$ cat src/rtl/hilo_pkg.sv
`default_nettype none
// ============================================================================
//  Module      : hilo_pkg
//  Description : Shared definitions for the HI/LO multiply-accumulate unit:
//                opcode values, FSM state encoding, accumulate-mode encoding
//                and opcode-classification helpers.
//  Revision    : 1.0 - initial release
// ============================================================================
package hilo_pkg;

  // Opcodes are held as 32-bit values so that any operand width up to 32
  // bits can be zero-extended and compared without width mismatches.
  localparam int unsigned OP_MULTU = 32'd1;
  localparam int unsigned OP_MULT  = 32'd2;
  localparam int unsigned OP_MTHI  = 32'd17;
  localparam int unsigned OP_MTLO  = 32'd19;
  localparam int unsigned OP_MADD  = 32'd27;
  localparam int unsigned OP_MADDU = 32'd28;
  localparam int unsigned OP_MSUBU = 32'd29;
  localparam int unsigned OP_MSUB  = 32'd30;

  typedef enum logic [1:0] {
    ST_IDLE = 2'd0,
    ST_MUL  = 2'd1,
    ST_WB   = 2'd2
  } state_t;

  // How the finished product is merged into the accumulator.
  typedef enum logic [1:0] {
    ACC_SET = 2'd0,
    ACC_ADD = 2'd1,
    ACC_SUB = 2'd2
  } acc_mode_t;

  function automatic logic is_mul_op(input int unsigned op);
    return op inside {OP_MULTU, OP_MULT, OP_MADD, OP_MADDU, OP_MSUBU, OP_MSUB};
  endfunction

  function automatic logic is_signed_op(input int unsigned op);
    return op inside {OP_MULT, OP_MADD, OP_MSUB};
  endfunction

  function automatic acc_mode_t acc_mode(input int unsigned op);
    acc_mode_t m;
    m = ACC_SET;
    if (op inside {OP_MADD, OP_MADDU}) m = ACC_ADD;
    if (op inside {OP_MSUB, OP_MSUBU}) m = ACC_SUB;
    return m;
  endfunction

endpackage
`default_nettype wire

$ cat src/rtl/hilo_mac_unit_seq_multiplier.sv
`default_nettype none
// ============================================================================
//  Module      : seq_multiplier
//  Description : Unsigned radix-2 shift-add multiplier. One partial-product
//                step per asserted step_i; result valid after WIDTH steps.
//  Ports       : clk, rst       - clock, synchronous active-high reset
//                load_i         - capture operands, clear product and counter
//                step_i         - perform one shift-add step
//                a_i, b_i       - multiplicand / multiplier (unsigned)
//                valid_o        - WIDTH steps completed, prod_o is final
//                last_o         - the next step is the final one
//                prod_o         - 2*WIDTH-bit product
//  Revision    : 1.0 - initial release
// ============================================================================
module seq_multiplier #(
  parameter int WIDTH = 32
) (
  input  logic               clk,
  input  logic               rst,
  input  logic               load_i,
  input  logic               step_i,
  input  logic [WIDTH-1:0]   a_i,
  input  logic [WIDTH-1:0]   b_i,
  output logic               valid_o,
  output logic               last_o,
  output logic [2*WIDTH-1:0] prod_o
);

  localparam int CNT_W = $clog2(WIDTH + 1);
  localparam logic [CNT_W-1:0] C_CNT_DONE = CNT_W'(WIDTH);
  localparam logic [CNT_W-1:0] C_CNT_LAST = CNT_W'(WIDTH - 1);

  logic [2*WIDTH-1:0] mcand_q;   // multiplicand, shifted left each step
  logic [WIDTH-1:0]   mplier_q;  // multiplier, shifted right each step
  logic [2*WIDTH-1:0] prod_q;
  logic [CNT_W-1:0]   cnt_q;

  always_ff @(posedge clk) begin
    if (rst) begin
      mcand_q  <= '0;
      mplier_q <= '0;
      prod_q   <= '0;
      cnt_q    <= '0;
    end else if (load_i) begin
      mcand_q  <= {{WIDTH{1'b0}}, a_i};
      mplier_q <= b_i;
      prod_q   <= '0;
      cnt_q    <= '0;
    end else if (step_i && (cnt_q != C_CNT_DONE)) begin
      if (mplier_q[0]) begin
        prod_q <= prod_q + mcand_q;
      end
      mcand_q  <= mcand_q << 1;
      mplier_q <= mplier_q >> 1;
      cnt_q    <= cnt_q + 1'b1;
    end
  end

  assign valid_o = (cnt_q == C_CNT_DONE);
  assign last_o  = (cnt_q == C_CNT_LAST);
  assign prod_o  = prod_q;

endmodule
`default_nettype wire

$ cat src/rtl/hilo_mac_unit.sv
`default_nettype none
// ============================================================================
//  Module      : hilo_mac_unit
//  Description : HI/LO multiply-accumulate unit. Signed/unsigned multiply,
//                multiply-add, multiply-subtract via an iterative shift-add
//                core, plus single-cycle MTHI/MTLO writes.
//  Ports       : clk, rst       - clock, synchronous active-high reset
//                start_i, op_i  - issue request and opcode (taken when idle)
//                src_a_i        - multiplicand or MTHI/MTLO data
//                src_b_i        - multiplier
//                busy_o         - multiply in flight, starts are dropped
//                done_o         - one-cycle pulse, HI/LO already updated
//                hi_out_o       - accumulator upper half
//                lo_out_o       - accumulator lower half
//  Revision    : 1.0 - initial release
// ============================================================================
module hilo_mac_unit
  import hilo_pkg::*;
#(
  parameter int WIDTH = 32,
  parameter int OP_W  = 6
) (
  input  logic             clk,
  input  logic             rst,
  input  logic             start_i,
  input  logic [OP_W-1:0]  op_i,
  input  logic [WIDTH-1:0] src_a_i,
  input  logic [WIDTH-1:0] src_b_i,
  output logic             busy_o,
  output logic             done_o,
  output logic [WIDTH-1:0] hi_out_o,
  output logic [WIDTH-1:0] lo_out_o
);

  state_t             state_q;
  acc_mode_t          mode_q;
  logic               neg_q;      // product must be negated at writeback
  logic               busy_q;
  logic               done_q;
  logic [2*WIDTH-1:0] acc_q;
  logic [2*WIDTH-1:0] acc_d;

  int unsigned        w_op;
  logic               w_is_mul;
  logic               w_signed;
  logic               w_a_neg;
  logic               w_b_neg;
  logic [WIDTH-1:0]   w_a_mag;
  logic [WIDTH-1:0]   w_b_mag;
  logic               w_load;
  logic               w_step;
  logic               w_mul_valid;
  logic               w_mul_last;
  logic [2*WIDTH-1:0] w_prod;
  logic [2*WIDTH-1:0] w_prod_signed;

  assign w_op     = 32'(op_i);
  assign w_is_mul = is_mul_op(w_op);
  assign w_signed = is_signed_op(w_op);

  // Negating the most negative value yields the same bit pattern, which read
  // as unsigned is exactly its magnitude 2^(WIDTH-1).
  assign w_a_neg = w_signed && src_a_i[WIDTH-1];
  assign w_b_neg = w_signed && src_b_i[WIDTH-1];
  assign w_a_mag = w_a_neg ? -src_a_i : src_a_i;
  assign w_b_mag = w_b_neg ? -src_b_i : src_b_i;

  assign w_load = (state_q == ST_IDLE) && start_i && w_is_mul;
  assign w_step = (state_q == ST_MUL);

  seq_multiplier #(
    .WIDTH (WIDTH)
  ) u_mult (
    .clk     (clk),
    .rst     (rst),
    .load_i  (w_load),
    .step_i  (w_step),
    .a_i     (w_a_mag),
    .b_i     (w_b_mag),
    .valid_o (w_mul_valid),
    .last_o  (w_mul_last),
    .prod_o  (w_prod)
  );

  assign w_prod_signed = neg_q ? -w_prod : w_prod;

  always_comb begin
    acc_d = acc_q;
    case (mode_q)
      ACC_SET: acc_d = w_prod_signed;
      ACC_ADD: acc_d = acc_q + w_prod_signed;
      ACC_SUB: acc_d = acc_q - w_prod_signed;
      default: acc_d = acc_q;
    endcase
  end

  always_ff @(posedge clk) begin
    if (rst) begin
      state_q <= ST_IDLE;
      mode_q  <= ACC_SET;
      neg_q   <= 1'b0;
      busy_q  <= 1'b0;
      done_q  <= 1'b0;
      acc_q   <= '0;
    end else begin
      done_q <= 1'b0;
      case (state_q)
        ST_IDLE: begin
          if (start_i) begin
            if (w_is_mul) begin
              state_q <= ST_MUL;
              busy_q  <= 1'b1;
              mode_q  <= acc_mode(w_op);
              neg_q   <= w_a_neg ^ w_b_neg;
            end else if (w_op == OP_MTHI) begin
              acc_q[2*WIDTH-1:WIDTH] <= src_a_i;
              done_q                 <= 1'b1;
            end else if (w_op == OP_MTLO) begin
              acc_q[WIDTH-1:0] <= src_a_i;
              done_q           <= 1'b1;
            end
          end
        end
        ST_MUL: begin
          // The step taken on this edge is the final one.
          if (w_mul_last) begin
            state_q <= ST_WB;
          end
        end
        ST_WB: begin
          if (w_mul_valid) begin
            acc_q <= acc_d;
          end
          done_q  <= 1'b1;
          busy_q  <= 1'b0;
          state_q <= ST_IDLE;
        end
        default: begin
          state_q <= ST_IDLE;
          busy_q  <= 1'b0;
        end
      endcase
    end
  end

  assign busy_o   = busy_q;
  assign done_o   = done_q;
  assign hi_out_o = acc_q[2*WIDTH-1:WIDTH];
  assign lo_out_o = acc_q[WIDTH-1:0];

endmodule
`default_nettype wire

$ cat config.mk
export PLATFORM = sky130hd
export DESIGN_NAME = hilo_mac_unit
export DESIGN_NICKNAME = d
export VERILOG_FILES = /design/src/rtl/hilo_pkg.sv /design/src/rtl/hilo_mac_unit_seq_multiplier.sv /design/src/rtl/hilo_mac_unit.sv
export SDC_FILE = /design/constraint.sdc
export NUM_CORES = 1
export LEC_CHECK = 0
export CORE_ASPECT_RATIO = 1.5
export CORE_MARGIN = 2
export CORE_UTILIZATION = 60
export DETAILED_ROUTE_END_ITERATION = 12
export GPL_TIMING_DRIVEN = 0
export PLACE_DENSITY = 0.81
export SETUP_SLACK_MARGIN = 0.4
export SLEW_MARGIN = 20
export SYNTH_ARGS = -nofsm -noshare
export SYNTH_HDL_FRONTEND = slang
export SYNTH_SLANG_ARGS = --single-unit
export TNS_END_PERCENT = 100
$ cat constraint.sdc
create_clock -name clk -period 11.62 [get_ports clk]
set_input_delay 2.905 -clock clk [delete_from_list [all_inputs] [get_ports clk]]
set_output_delay 2.905 -clock clk [all_outputs]
set_load 0.02 [all_outputs]
# After elaboration in Yosys (flattened, before gate mapping)
# Index checks and enable logic that the tools add are counted.
totals:
  mem_bits_ro: 0
  out_inout_bits: 66
  register_bits: 237
  latch_bits: 0
  in_bits: 73
  mem_bits_rw: 0
  mem_count: 0
classes:
  multipliers: 0
  n_mux: 29
  n_div: 0
  n_bitwise: 2
  n_lt_le_gt_ge: 0
  shifts: 0
  add_sub_neg: 7
  reduce_logical: 20
  n_eq_ne: 24
op_table:
  columns: ["cell", "n"]
  rows:
  - ["$mux 32", 9]
  - ["$mux 64", 4]
  - ["$pmux 64 s3", 1]
  - ["$add 64x64->64", 2]
  - ["$pmux 64 s2", 1]
  - ["$neg 32->32", 2]
  - ["$neg 64->64", 1]
  - ["$sub 64x64->64", 1]
  - ["$eq 6x5->1 const B", 7]
  - ["$ne 2x2->1 const B", 5]
  - ["$reduce_and 3->1", 3]
  - ["$mux 2", 4]
  - ["$reduce_bool 2->1", 4]
  - ["$mux 1", 7]
  - ["$reduce_and 7->1", 1]
  - ["$add 6x1->6 const B", 1]
  - ["$eq 6x1->1 const B", 1]
  - ["$eq 6x2->1 const B", 1]
  - ["$eq 6x6->1 const B", 1]
  - ["$ne 2x1->1 const B", 3]
  - ["$ne 6x6->1 const B", 1]
  - ["$reduce_and 6->1", 1]
  - ["$reduce_bool 6->1", 1]
  - ["$logic_and 1x1->1", 5]
  - ["other kinds (11)", 15]

# Depth between registers and ports, before layout
logic_depth:
  ltp_word: 6
  mapped_depth: 28

# Hierarchy
# From an unflattened synthesis, not the netlist that was laid out.
hier_totals:
  cells_unflattened: 3207
  area_unflattened_um2: 22517.8
by_module_without_submodules:
  columns: ["module", "seq_area_each_um2", "n_inst", "cells_each", "area_each_um2"]
  rows:
  - ["hilo_mac_unit", 1421.4, 1, 1813, 12456.9]
  - ["seq_multiplier", 3323.2, 1, 1394, 10060.9]

# Worst setup path after synthesis
# Ideal clock, no wire load.
synth_timing:
  path_type: "flip-flop to flip-flop"
  from: "register u_mult.prod_q[1], in the netlist u_mult.prod_o[1]"
  to: "register acc_q[61]"
  synth_period_minus_slack_ns: 6.503
  setup_slack_ns: 5.117
  setup_ns: 0.125
  t_arrival_ns: 6.378
  path_stages_with_launch: 26
  path_cell_list: "dfxtp_1 > inv_1 > ha_1 > or4b_2 > nor4_2 > and3_1 > mux2_2 > o32ai_1 > nor4b_2 > and3_1 > and2_1 > inv_1 > nor2_1 > nor2_1 > xor2_1 > ha_1 > or2_2 > a21oi_1 > a21oi_1 > a221o_1 > o21ai_0 > o31a_1 > nor2_1 > or4b_2 > and4_1 > o41a_1"
synth_between:
  elab_chain_cells: 6
  word_cells_on_any_way: 7
  classes_between: "add/sub (3); mux (4)"
synth_rtl:
  columns: ["item", "line_no", "source"]
  rows:
  - ["start, declared", "hilo_mac_unit_seq_multiplier.sv:35", "logic [2*WIDTH-1:0] prod_q;"]
  - ["start signal, assigned", "hilo_mac_unit_seq_multiplier.sv:51", "prod_q <= prod_q + mcand_q;"]
  - ["$neg 64->64", "hilo_mac_unit.sv:85", "assign w_prod_signed = neg_q ? -w_prod : w_prod;"]
  - ["$mux 64 (*)", "hilo_mac_unit.sv:85", null]
  - ["$sub 64x64->64 or $add 64x64->64 (tied branches)", "hilo_mac_unit.sv:92, hilo_mac_unit.sv:91", null]
  - ["$pmux 64 s3 (*)", "hilo_mac_unit.sv:89", "case (mode_q)"]
  - ["$mux 64 (*)", "hilo_mac_unit.sv:131", "if (w_mul_valid) begin"]
  - ["$pmux 64 s2 (*)", "hilo_mac_unit.sv:107", "case (state_q)"]
  - ["end signal, assigned by index", "hilo_mac_unit.sv:116", "acc_q[2*WIDTH-1:WIDTH] <= src_a_i;"]
  - ["end signal, assigned by index", "hilo_mac_unit.sv:119", "acc_q[WIDTH-1:0] <= src_a_i;"]
  - ["end, declared", "hilo_mac_unit.sv:40", "logic [2*WIDTH-1:0] acc_q;"]
# Mark *: on every way between the ends. The rest lies on a longest branch, timed or not. The select of a mux whose other input is x is not followed.
# A chain may end at the register's enable or synchronous reset.

# Worst setup path in the final report
layout_timing:
  from: "register u_mult.prod_q[0], in the netlist u_mult.prod_o[0]"
  to: "register acc_q[52]"
# The elaborated chain is that of the path after synthesis.

==> impl_metrics.csv <==
group,metric,value,unit
outcome,outcome,"completed",
timing,layout_setup_ws,2.61,ns
finish,fin_nets,3403,
critical_path,crit_chain,"inv_1 -> ha_1 -> nor4b_1 -> nand4_1 -> o31ai_1 -> xor2_1 -> nand3_1 -> nor2_1 -> nor2_1 -> xor2_1 -> ha_1 -> clkbuf_1 -> nand4_1 -> a2111oi_1 -> o21ai_0 -> o21ai_0 -> a21oi_1 -> o41ai_2 -> a21bo_2 -> a21o_1 -> xnor2_1 -> a41oi_1",
yosys,synth_edf_count,0,
timing,worst_pin_slew,1.20,ns
cts,worstSkewPairLatency,0.58,ns
global_route,antenna_found_initial,1,
power_and_ir_drop,vdd_drop_max,0.117,mV
timing,timing.fmax,111,MHz
place,dp_hpwl,70800,um
critical_path,max_stage_delay,0.97,ns
cts,clock_path_buffers,3,
cts,cts_setup_buffers,0,
critical_path,crit_arrival,9.42,ns
run,cap_violations,0,
min_path,hold_path_class,"reg -> reg",
place,place.gp.congestion,1.09,
timing,finalSetupTns,0,ns
place,place.port_buffers,137,
timing,report.final.slew_viol_count,0,
timing,min_period,9.01,ns
cts,cts_resized,0,
finish,drive_above_1_share,2.86,%
route,first_iter_violations,3076,
yosys,synth_fp_nets,3239,
global_route,gr-usage-all-layers,45.8,%
die,io-pin-count,139,
critical_path,cp.required,12.03,ns
global_route,grt_max_degree,16,
cts,cts_tree,"built",
place,pre_cts_ws,3.25,ns
critical_path,path_max_fanout,9,
finish,fin_cells,3691,
critical_path,crit_cells,22,
timing,holdWs,0.479,ns
cts,cts_made_buffers,25,
power_and_ir_drop,power_leakage,0.0100,uW
global_route,gr-total-overflow,0,
global_route,gr-usage-met1,50.3,%
yosys,syn_inst,3029,
yosys,synth.avg_cell_area,7.17,um2
yosys,yosys_warnings,0,
global_route,met2_usage,75.0,%
die,fp-row-count,85,
route,num_vias,24990,
yosys,ys_ff_latch,237,
route,post_drt_wl_per_cell,24.5,um
route,wl,90400,um
yosys,syn-cell-area,0.0217,mm2
die,start_util,60.6,%
critical_path,r2r_cells,22,
critical_path,cp-start-kind,"flop",
critical_path,end_kind,"flop",
min_path,hold_depth,2,
yosys,synth_top_area_cell,"dfxtp_1",
timing,max_slew_margin,20.1,%
global_route,grt_first_pass_wirelength,135000,um
cts,root_buffer,"clkbuf_16",
route,via_per_inst,6.77,
global_route,grt_pass1_vias,23883,
place,dp.cells,3644,
yosys,ys_seq_area_share,21.9,%
yosys,async_reset_ff_share,0,%
timing,rsz0062_at_grt,"no",
die,die_y,237,um
route,ant_nets,0,
die,die_x,159,um
power_and_ir_drop,power_density,85.9,mW/mm2
yosys,synthTopCellsByArea,"dfxtp_1 22%, nand2_1 7.8%, a21oi_1 7.8%, ha_1 7.8%, xor2_1 6.5%",
route,first_pass_iters,8,
yosys,synth_top_area_share,21.9,%
critical_path,critPathKind,"reg -> reg",
timing,period_share,77.5,%
timing,hold_viol,0,
cts,htreeDepth,1,
die,core,0.0358,mm2
yosys,synthFlopType,"dfxtp_1",
cts,holdBufCountCts,0,
route,route.detailed.drc,0,
global_route,busiest_layer,"met2",
timing,final.setup_skew,0.0231,ns
cts,path_clk_slew,0.07,ns
global_route,global_route.usage.met3,8.65,%
critical_path,critical-path-slowest-cell,"a2111oi_1",
timing,report.final.setup_viol,0,
cts,clock_sinks,237,
critical_path,critical_path.top_delay_family,"compound AO/OA/AOI/OAI gates",
finish,area_growth,13.2,%
die,die-area,0.0378,mm2
yosys,synth.distinct_cells,88,
critical_path,critPathBufInv,2,
[cells in the mapped netlist, drive strengths merged (36+ instances only)]
| cell | instances |
|---|---|
| a311oi | 61 |
| clkbuf | 176 |
| inv | 54 |
| nor3 | 70 |
| xor2 | 161 |
| nand3 | 54 |
| o31ai | 49 |
| a21oi | 338 |
| o21ai | 129 |
| a21o | 101 |
| a31oi | 36 |
| nand2 | 454 |
| xnor2 | 132 |
| a211oi | 54 |
| and3 | 40 |
| ha | 135 |
| nor2 | 297 |
| dfxtp | 237 |
[worst paths after layout]
path | startpoint | to | slack [ns]
setup / recovery | u_mult.prod_o[0] | acc_q[52] | 2.61
hold / removal | u_mult.mcand_q[60] | u_mult.mcand_q[61] | 0.48
setup reg to reg | u_mult.prod_o[0] | acc_q[52] | 2.61
hold reg to reg | u_mult.mcand_q[60] | u_mult.mcand_q[61] | 0.48
[area by class of cell]
class                      count  area, um2
antenna                        1       2.50
buffer                       193        734
clock buffer                  33        706
clock inverter                13        161
fill                        3108      11300
inverter                      55        206
multi-input combinational   2544      16000
sequential                   237       4740
tap                          478        598
timing repair buffer         137       1370
[flip-flops by register name (all words and copies together), names as in the netlist]
register         flops
acc_q               64
u_mult.mcand_q      64
u_mult.prod_o       64
u_mult.mplier_q     32
u_mult.cnt_q         6
mode_q               2
state_q              2
busy_o               1
done_o               1
neg_q                1
[tightest hold or removal path, stage by stage (launching register included)]
cell and delay, ns:
dfxtp_1 0.33, nand2_1 0.06, a21oi_1 0.05
[logic make-up after synthesis]
kind of cell / synth area share [%]
xor+xnor: 11.9
flops: 21.9
buf+inv: 4.33
compound gates: 28.4
simple gates: 24.7
fa+ha+maj: 7.96
mux: 0.841
[power by group]
part           total [uW]  switching (uW)  internal [uW]  leakage, uW
sequential            831            9.94            821      0.00191
clock                 879             381            497     0.000428
combinational         400             257            143      0.00768
[per-stage QoR]
stage / instance area, um2 / utilization, % / total power [uW]
2_1_floorplan: 21700 / - / 1080
3_3_place_gp: 23700 / 66.1 / 1220
3_5_place_dp: 23700 / 66.1 / 1220
4_1_cts: 24600 / 68.5 / 2090
5_1_grt: 24600 / 68.5 / 2150
6_report: 24600 / 68.6 / 2110
[placed cells by master, fill, tap and decap left out, types with 35 or more instances in the layout]
cell type | synthesis | layout
ha_1 | 135 | 135
dfxtp_1 | 237 | 237
a211oi_1 | 54 | 54
and3_1 | 40 | 40
a21o_1 | 101 | 101
inv_1 | 54 | 54
nor3_1 | 69 | 69
o21ai_0 | 127 | 127
xnor2_1 | 131 | 131
a21oi_1 | 338 | 338
a311oi_1 | 61 | 61
a31oi_1 | 35 | 35
xor2_1 | 160 | 160
clkbuf_1 | 176 | 179
clkdlybuf4s50_1 | 0 | 137
nand3_1 | 54 | 54
nand2_1 | 454 | 454
nor2_1 | 296 | 296
o31ai_1 | 46 | 46
[per-layer routing]
layer | vias up | share of wire [%]
met5 | - | 0
met4 | 0 | 11
met3 | 495 | 9.5
met2 | 1608 | 45
met1 | 11587 | 35
li1 | 11300 | -
Power figures use the tool's default switching activity.
